<file path="src/rtl/uart_tx_buffered_if.sv">
// Byte-write handshake and serial-line status bundle
// for the buffered UART transmitter.
interface uart_tx_buffered_if #(
  parameter int FIFO_DEPTH = 4
);
  localparam int CW = $clog2(FIFO_DEPTH) + 1;

  logic          i_TX_DV;
  logic [7:0]    i_TX_Byte;
  logic          o_Full;
  logic [CW-1:0] o_Count;
  logic          o_TX_Active;
  logic          o_TX_Serial;
  logic          o_TX_Done;

  modport master (
    output i_TX_DV,
    output i_TX_Byte,
    input  o_Full,
    input  o_Count,
    input  o_TX_Active,
    input  o_TX_Serial,
    input  o_TX_Done
  );

  modport slave (
    input  i_TX_DV,
    input  i_TX_Byte,
    output o_Full,
    output o_Count,
    output o_TX_Active,
    output o_TX_Serial,
    output o_TX_Done
  );
endinterface

</file>
<file path="src/rtl/uart_tx_buffered.sv">
// 8N1 UART transmitter fed by a small circular FIFO;
// frames are sent back-to-back with a one-cycle gap.
module uart_tx_buffered #(
  parameter int CLKS_PER_BIT = 217,
  parameter int FIFO_DEPTH   = 4
) (
  input logic              i_Clk,
  input logic              i_Rst_L,
  uart_tx_buffered_if.slave tx
);
  localparam int PW = $clog2(FIFO_DEPTH);
  localparam int CW = PW + 1;
  localparam int BW = $clog2(CLKS_PER_BIT);
  localparam logic [BW-1:0] BAUD_LAST =
    BW'(CLKS_PER_BIT - 1);
  localparam logic [CW-1:0] CNT_FULL =
    CW'(FIFO_DEPTH);

  typedef enum logic [1:0] {
    IDLE, START, DATA, STOP
  } state_t;

  logic [7:0]    mem [FIFO_DEPTH];
  logic [PW-1:0] wr_ptr;
  logic [PW-1:0] rd_ptr;
  logic [CW-1:0] count;
  logic [CW-1:0] count_n;
  logic          full;
  logic          push;
  logic          pop;

  state_t        state;
  state_t        state_n;
  logic [BW-1:0] baud;
  logic [BW-1:0] baud_n;
  logic [2:0]    idx;
  logic [2:0]    idx_n;
  logic [7:0]    shift;
  logic          serial;
  logic          serial_n;
  logic          active;
  logic          active_n;
  logic          done;
  logic          done_n;

  // A full FIFO drops the write even if a pop frees a slot.
  assign push = tx.i_TX_DV && !full;

  // Occupancy after this cycle's push/pop.
  always_comb begin
    count_n = count;
    unique case ({push, pop})
      2'b10:   count_n = count + CW'(1);
      2'b01:   count_n = count - CW'(1);
      default: count_n = count;
    endcase
  end

  // Storage array; stale entries are harmless after reset.
  always_ff @(posedge i_Clk) begin
    if (push)
      mem[wr_ptr] <= tx.i_TX_Byte;
  end

  // FIFO pointers, occupancy and registered full flag.
  always_ff @(posedge i_Clk) begin
    if (!i_Rst_L) begin
      wr_ptr <= '0;
      rd_ptr <= '0;
      count  <= '0;
      full   <= 1'b0;
    end else begin
      if (push)
        wr_ptr <= wr_ptr + PW'(1);
      if (pop)
        rd_ptr <= rd_ptr + PW'(1);
      count <= count_n;
      full  <= (count_n == CNT_FULL);
    end
  end

  // Serializer state and registered line outputs.
  always_ff @(posedge i_Clk) begin
    if (!i_Rst_L) begin
      state  <= IDLE;
      baud   <= '0;
      idx    <= '0;
      shift  <= '0;
      serial <= 1'b1;
      active <= 1'b0;
      done   <= 1'b0;
    end else begin
      state  <= state_n;
      baud   <= baud_n;
      idx    <= idx_n;
      serial <= serial_n;
      active <= active_n;
      done   <= done_n;
      if (pop)
        shift <= mem[rd_ptr];
    end
  end

  // Next state and next registered line values.
  always_comb begin
    state_n  = state;
    baud_n   = baud;
    idx_n    = idx;
    serial_n = serial;
    active_n = active;
    done_n   = 1'b0;
    pop      = 1'b0;
    unique case (state)
      IDLE: begin
        baud_n   = '0;
        idx_n    = '0;
        serial_n = 1'b1;
        active_n = 1'b0;
        if (count != '0) begin
          pop      = 1'b1;
          state_n  = START;
          serial_n = 1'b0;
          active_n = 1'b1;
        end
      end
      START: begin
        serial_n = 1'b0;
        if (baud == BAUD_LAST) begin
          state_n  = DATA;
          baud_n   = '0;
          idx_n    = '0;
          serial_n = shift[0];
        end else begin
          baud_n = baud + BW'(1);
        end
      end
      DATA: begin
        if (baud == BAUD_LAST) begin
          baud_n = '0;
          if (idx == 3'd7) begin
            state_n  = STOP;
            serial_n = 1'b1;
          end else begin
            idx_n    = idx + 3'd1;
            serial_n = shift[idx + 3'd1];
          end
        end else begin
          baud_n = baud + BW'(1);
        end
      end
      STOP: begin
        serial_n = 1'b1;
        if (baud == BAUD_LAST) begin
          state_n  = IDLE;
          baud_n   = '0;
          active_n = 1'b0;
          done_n   = 1'b1;
        end else begin
          baud_n = baud + BW'(1);
        end
      end
      default: begin
        state_n  = IDLE;
        baud_n   = '0;
        serial_n = 1'b1;
        active_n = 1'b0;
      end
    endcase
  end

  assign tx.o_Full      = full;
  assign tx.o_Count     = count;
  assign tx.o_TX_Active = active;
  assign tx.o_TX_Serial = serial;
  assign tx.o_TX_Done   = done;
endmodule

</file>
<file path="src/flat_wrapper.sv">
// flat-port wrapper written by rule: the top's interface ports become plain ports
module uart_tx_buffered_flat 
#(
  parameter int CLKS_PER_BIT = 217,
  parameter int FIFO_DEPTH   = 4
)
  (i_Clk, i_Rst_L, tx_i_TX_DV, tx_i_TX_Byte, tx_o_Full, tx_o_Count, tx_o_TX_Active, tx_o_TX_Serial, tx_o_TX_Done);
  uart_tx_buffered_if #(.FIFO_DEPTH(FIFO_DEPTH)) tx_i ();
  input logic i_Clk;
  input logic i_Rst_L;
  input wire logic [$bits(tx_i.i_TX_DV)-1:0] tx_i_TX_DV;
  input wire logic [$bits(tx_i.i_TX_Byte)-1:0] tx_i_TX_Byte;
  output wire logic [$bits(tx_i.o_Full)-1:0] tx_o_Full;
  output wire logic [$bits(tx_i.o_Count)-1:0] tx_o_Count;
  output wire logic [$bits(tx_i.o_TX_Active)-1:0] tx_o_TX_Active;
  output wire logic [$bits(tx_i.o_TX_Serial)-1:0] tx_o_TX_Serial;
  output wire logic [$bits(tx_i.o_TX_Done)-1:0] tx_o_TX_Done;
  assign tx_i.i_TX_DV = tx_i_TX_DV;
  assign tx_i.i_TX_Byte = tx_i_TX_Byte;
  assign tx_o_Full = tx_i.o_Full;
  assign tx_o_Count = tx_i.o_Count;
  assign tx_o_TX_Active = tx_i.o_TX_Active;
  assign tx_o_TX_Serial = tx_i.o_TX_Serial;
  assign tx_o_TX_Done = tx_i.o_TX_Done;
  uart_tx_buffered #(.CLKS_PER_BIT(CLKS_PER_BIT), .FIFO_DEPTH(FIFO_DEPTH)) u_core (.i_Clk(i_Clk), .i_Rst_L(i_Rst_L), .tx(tx_i));
endmodule
</file>
<file path="config.mk">
export PLATFORM = sky130hd
export DESIGN_NAME = uart_tx_buffered_flat
export DESIGN_NICKNAME = d
export VERILOG_FILES = /design/src/rtl/uart_tx_buffered_if.sv /design/src/rtl/uart_tx_buffered.sv /design/src/flat_wrapper.sv
export SDC_FILE = /design/constraint.sdc
export NUM_CORES = 1
export LEC_CHECK = 0
export ABC_AREA = 1
export ABC_CLOCK_PERIOD_IN_PS = 1900
export CAP_MARGIN = 20
export CORE_AREA = 5 5 69 96
export DETAILED_ROUTE_END_ITERATION = 8
export DIE_AREA = 0 0 74 101
export HOLD_SLACK_MARGIN = 0.15
export PLACE_DENSITY = 0.73
export SYNTH_ARGS = -nofsm -noshare
export SYNTH_HDL_FRONTEND = slang
export SYNTH_SLANG_ARGS = --single-unit
</file>
<file path="constraint.sdc">
create_clock -name i_Clk -period 1.9 [get_ports i_Clk]
set_input_delay 0.57 -clock i_Clk [delete_from_list [all_inputs] [get_ports i_Clk]]
set_output_delay 0.57 -clock i_Clk [all_outputs]
set_load 0.01 [all_outputs]
</file>
== Word-level counts from Yosys, hierarchy flattened ==
Memory sizes are Yosys's and may differ from the RTL's. A register that Yosys moved wholly into a read port is not among the register bits.
Cells that the tools add are included.

* Add/sub/neg operators: 6
* $lt $le $gt $ge: 1
* Equal/unequal tests: 14
* Multiplexer cells: 27
* Reductions and logical operators: 12

{| class="wikitable"
|+ Operators by type and width
! cell !! number
|-
| case mux 8 bit (2 select lines) || 1
|-
| 2-to-1 mux 1 bit || 11
|-
| 2-to-1 mux 2 bit || 5
|-
| inequality test 2 x 1 -> 1 bit, second input constant || 5
|-
| 2-to-1 mux 3 bit || 3
|-
| case mux 3 bit (3 select lines) || 1
|-
| adder 8 x 1 -> 8 bit, second input constant || 1
|-
| equality test 8 bit, second input constant || 1
|-
| 2-to-1 mux 8 bit || 1
|-
| case mux 2 bit (4 select lines) || 1
|-
| adder 3 x 1 -> 3 bit, second input constant || 2
|-
| equality test 2 bit, second input constant || 3
|-
| equality test 3 bit, second input constant || 2
|-
| case mux 3 bit (2 select lines) || 1
|-
| nonzero test 3 bit || 2
|-
| AND reduction 5 bit || 1
|-
| adder 2 x 1 -> 2 bit, second input constant || 2
|-
| equality test 2 x 1 -> 1 bit, second input constant || 2
|-
| < comparator 3 x 4 -> 1 bit, second input constant || 1
|-
| case mux 1 bit (4 select lines) || 1
|-
| AND reduction 2 bit || 2
|-
| AND reduction 4 bit || 1
|-
| binary-select mux 1 bit (select 3 bit) || 1
|-
| OR reduction 3 bit || 1
|-
| other kinds (7) || 8
|}

* Bits in registers: 24
* Bits in writable memories: 32
* Input port bits: 11
* Output and inout bits: 7
* Word-level logic and storage cells: 71
* Memories: 1

{| class="wikitable"
|+ Memories
! memory !! depth !! width !! rd ports !! clocked after Yosys merged registers in !! write ports !! line !! RTL
|-
| u_core.mem || 4 || 8 || 1 || 1 || 1 || uart_tx_buffered.sv:23 || <nowiki>logic [7:0] mem [FIFO_DEPTH];</nowiki>
|}

== Depth between registers and ports, before layout ==
* Depth in word-level cells: 6
* Gate-level depth with buffers: 12
* Depth with buffers taken out: 11

== Least setup slack after synthesis ==
OpenSTA, ideal clock, no wires.

* Kind: register to register
* Start point: reg u_core.state[0]
* End point: reg u_core.full (netlist: u_core.tx.o_Full)
* Library setup time: 78 ps
* Arrival time: 1,966 ps
* Required time: 1,822 ps
* Path slack: -144 ps
* Stages on the path, launching flop included: 12
* Path buffers: 1
* Period minus slack after synthesis: 2,044 ps
* Cell sequence: dfxtp_1 inv_1 ha_1 a21boi_2 buf_2 ha_1 inv_1 fa_1 nand2_1 o21ai_0 nand2_1 nor3_1

* Cells in the longest elaborated chain, start to end: 5
* Elaborated cells on any way between the ends: 6
* Classes of those cells: eq/ne: 3; mux: 2; reduce/logical: 1

{| class="wikitable"
|+ RTL lines
! element !! line !! RTL
|-
| start, declared || uart_tx_buffered.sv:32 || <nowiki>state_t state;</nowiki>
|-
| start signal, assigned || uart_tx_buffered.sv:93 || <nowiki>state <= state_n;</nowiki>
|-
| logical NOT 2 bit (*) || uart_tx_buffered.sv:113 || <nowiki>unique case (state)</nowiki>
|-
| 2-to-1 mux 1 bit (*) || uart_tx_buffered.sv:113 ||
|-
| named net u_core.pop || uart_tx_buffered.sv:30 || <nowiki>logic pop;</nowiki>
|-
| equality test 2 x 1 -> 1 bit or equality test 2 bit (tied branches) || uart_tx_buffered.sv:52 || <nowiki>unique case ({push, pop})</nowiki>
|-
| case mux 3 bit (2 select lines) (*) || uart_tx_buffered.sv:52 ||
|-
| equality test 3 bit (*) || uart_tx_buffered.sv:78 || <nowiki>full <= (count_n == CNT_FULL);</nowiki>
|-
| end signal, assigned || uart_tx_buffered.sv:78 ||
|-
| end, declared || uart_tx_buffered.sv:28 || <nowiki>logic full;</nowiki>
|}

Mark *: on every way through the listed nets, which the timed path passes. The rest lies on a longest branch.
A chain may end at the register's enable or synchronous reset.

== Worst setup path in the final report ==
* Start point: in tx_i_TX_DV
* End point: reg u_core.full (netlist: u_core.tx.o_Full)

* Cells in the longest elaborated chain, start to end: 4
* Elaborated cells on any way between the ends: 5
* Classes of those cells: eq/ne: 3; mux: 1; reduce/logical: 1

{| class="wikitable"
|+ RTL lines
! element !! line !! RTL
|-
| start, declared || flat_wrapper.sv:11 || <nowiki>input wire logic [$bits(tx_i.i_TX_DV)-1:0] tx_i_TX_DV;</nowiki>
|-
| logical AND 1 bit (*) || uart_tx_buffered.sv:47 || <nowiki>assign push = tx.i_TX_DV && !full;</nowiki>
|-
| equality test 2 x 1 -> 1 bit or equality test 2 bit (tied branches) || uart_tx_buffered.sv:52 ||
|-
| case mux 3 bit (2 select lines) (*) || uart_tx_buffered.sv:52 ||
|-
| equality test 3 bit (*) || uart_tx_buffered.sv:78 ||
|}

Every way passes the cells marked *; elsewhere a longest branch is shown, timed or not.

==> flow_metrics.tcl <==
set metrics [dict create \
    reg2reg_from "u_core.state[0]" \
    r2r-end "u_core.tx.o_Full" \
    drt-pass1-iter-count 4 \
    status "finished with violations" \
    holdWs_ns 0.4708 \
    num_io_pins 18 \
    crit_slowest_cell "fa_2" \
    max_freq_ghz 0.5131 \
    drive_gt1_share_pct 17.51 \
    start_kind "primary input" \
    gp_congestion 0.8483 \
    crit_buf_inv 4 \
    yosys_warnings 0 \
    worstHoldPathType "flop to flop" \
    finalHoldViolCount 0 \
    grt_max_degree 21 \
    grt_setup_unrepaired "true" \
    slew_viol_final 0 \
    crit_fanout 2 \
    synth_area_per_cell_sq_um 9.249 \
    critPathKind "primary input to flop" \
    p_total_w 0.005046 \
    cpLargestDelayFamily "adder cells" \
    clockBufferDepth 2 \
    fp.dieW_um 74 \
    syn_to_final_growth_pct 21.84 \
    clock_skew_ns 0.008475 \
    cts_buffers 9 \
    p_leak_nw 1.414 \
    end_kind "flop" \
    fin_crit_sh_pct 102.6 \
    h-tree-depth 3 \
    grt_pass1_vias 2100 \
    fin_nets 375 \
    ant_nets 0 \
    clk_latency_ns 0.34 \
    worstPathRequired_ns 2.17 \
    synth_cell_types 33 \
    vias 2110 \
    syn_inst 311 \
    synth_seq_cells 64 \
    synth_area_sq_mm 0.002877 \
    drt_wl_total_um 5175 \
    seq_area_frac_synth_pct 55.68 \
    grt_usage_pct 15.97 \
    dieArea_sq_mm 0.007474 \
    core_area_sq_mm 0.005739 \
    hold_depth 2 \
    pwr_density_cell_mw_per_mm2 1440 \
    remaining_drc_errors 0 \
    antenna_found_initial 0 \
    grt_overflow 0 \
    viasPerCell 4.976 \
    maxCapViolCount 0 \
    synth_nets 337 \
    path_cells "clkdlybuf4s50_1, inv_1, nor2_2, clkinv_2, ha_4, inv_2, fa_2, nand2_2, o21ai_2, nand2_1, nor3_2" \
    crit_arrival_ns 2.22 \
    final-setup-viol-count 1 \
    maxSlewHeadroom_pct 76.69 \
    numClockSinks 64 \
    cp_slowest_stage_delay_ns 0.53 \
    rows 33 \
    dieHeight_um 101 \
    cts.reportedPaths.clkPinSlew_ns 0.07 \
    dpl.hpwl_um 3738 \
    regToRegSetupSlack_ns -0.02 \
    cts_hold_buf 0 \
    drt_iter0_drc 75 \
    ir_worst_vdd_uv 642.8 \
    hp-start "u_core.idx[1]" \
    cts-root-buf "clkbuf_8" \
    start_util_pct 50.12 \
    worst_pin_slew_ns 0.3492 \
    fin_tns_setup_ns -0.04878 \
    port_buffers 17 \
    grt_pass1_wl_um 9066 \
    reg2regPathDepth 10 \
    diodes 0 \
    wl_per_cell_um 12.21 \
    utilization_pct 61.06 \
    whs_endpoint "u_core.idx[1]" \
    failed_checks "negative setup slack" \
    cts_tree "built" \
    setup_ws_ns -0.04878 \
    layout_min_cycle_time_ns 1.949 \
]
-- worst max-delay path by stage --
| stage | startpoint | to | slack (ns) | cells past startpoint |
|---|---|---|---|---|
| after detailed placement | tx_i_TX_DV | u_core.tx.o_Full | -0.43 | 11 |
| final | tx_i_TX_DV | u_core.tx.o_Full | -0.05 | 11 |
| after floorplan | u_core.state[0] | u_core.tx.o_Full | 0.005 | 11 |
| after CTS | u_core.state[0] | u_core.tx.o_Full | -0.004 | 11 |
| after global routing | u_core.state[0] | u_core.tx.o_Full | -0.11 | 10 |
| after global placement | tx_i_TX_DV | u_core.tx.o_Full | -0.36 | 11 |
-- cell families after synthesis --
group / synth area share, %
compound gates: 10.22
xor+xnor: 0.6091
fa+ha+maj: 6.786
buf+inv: 7.046
flops: 55.68
simple gates: 19.66
-- worst register-to-register path, stage by stage (launching register included) --
cell and delay, ns:
dfxtp_2 0.33, inv_2 0.08, ha_4 0.13, a21boi_4 0.20
ha_4 0.15, inv_2 0.04, fa_2 0.53, nand2_2 0.07
o21ai_2 0.07, nand2_1 0.08, nor3_2 0.18
-- per-stage QoR --
step / std cells / setup slack, ns / cell area [sq um]
after global routing: 424 / -0.1128 / 3505
after detailed placement: 400 / -0.4330 / 3203
after floorplan: 311 / 0.005467 / 2918
final: 424 / -0.04878 / 3505
after CTS: 420 / -0.004103 / 3466
after global placement: 400 / -0.3635 / 3203
-- area by class of cell --
type	instances	area [sq um]
fill	480	2235
sequential	64	1605
multi-input combinational	196	1131
timing repair buffer	35	307.8
inverter	43	162.7
clock buffer	9	123.9
tap	70	87.58
clock inverter	7	86.33
-- cell usage after synthesis, drive strengths merged --
cell | instances | area (sq um)
nand3b | 2 | 15.01
buf | 7 | 37.54
or2 | 1 | 6.260
nand3 | 14 | 92.59
o21bai | 1 | 7.510
nand2 | 38 | 155.1
and3 | 1 | 6.260
a31oi | 8 | 50.05
a21oi | 13 | 65.06
nor3 | 5 | 30.03
edfxtp | 32 | 960.9
clkinv | 1 | 3.750
xor2 | 2 | 17.52
inv | 42 | 157.6
dfxtp | 32 | 640.6
o21ai | 32 | 160.1
nor2 | 58 | 227.7
fa | 1 | 20.02
nor3b | 1 | 7.510
clkbuf | 1 | 3.750
ha | 14 | 175.2
nand4 | 4 | 25.02
a21boi | 1 | 11.26
-- per-layer routing --
metal,global-route usage [%],part of all wire (%),vias to the layer above
met3,4.790,4.5,11
met1,17.49,40,958
met4,9.623,2.1,0
met5,0,0,-
li1,-,-,1103
met2,26.57,53,38
-- state kept, by name, summed over array words and instances (netlist names), 2 cells and up --
name and flops:
u_core.mem 32, u_core.wr_ptr 2, u_core.baud 8, u_core.idx 3, u_core.shift 8, u_core.state 2
u_core.tx.o_Count 3, u_core.rd_ptr 2
-- power by group --
| part | switching (W) | internal [W] | total [W] |
|---|---|---|---|
| logic | 0.00110 | 0.000826 | 0.00193 |
| registers | 0.000160 | 0.00173 | 0.00189 |
| clock network | 0.000509 | 0.000724 | 0.00123 |
-- repair_timing --
item	in CTS	in global routing
gates resized for setup	9	3
endpoints found under the setup margin	2	4
buffers inserted	4	4
pin swaps	0	3
-- layout by cell type, fill, tap and decap left out, types with 8 or more instances in the layout --
master,instances
buf_4,18
nand3_1,11
a31oi_1,8
ha_1,12
dfxtp_1,29
nor2_1,54
o21ai_0,19
clkdlybuf4s50_1,16
edfxtp_1,32
nand2_1,34
o21ai_1,11
inv_1,35
a21oi_1,12
clkbuf_8,9
Note: power is estimated with default switching activity, not from simulation.
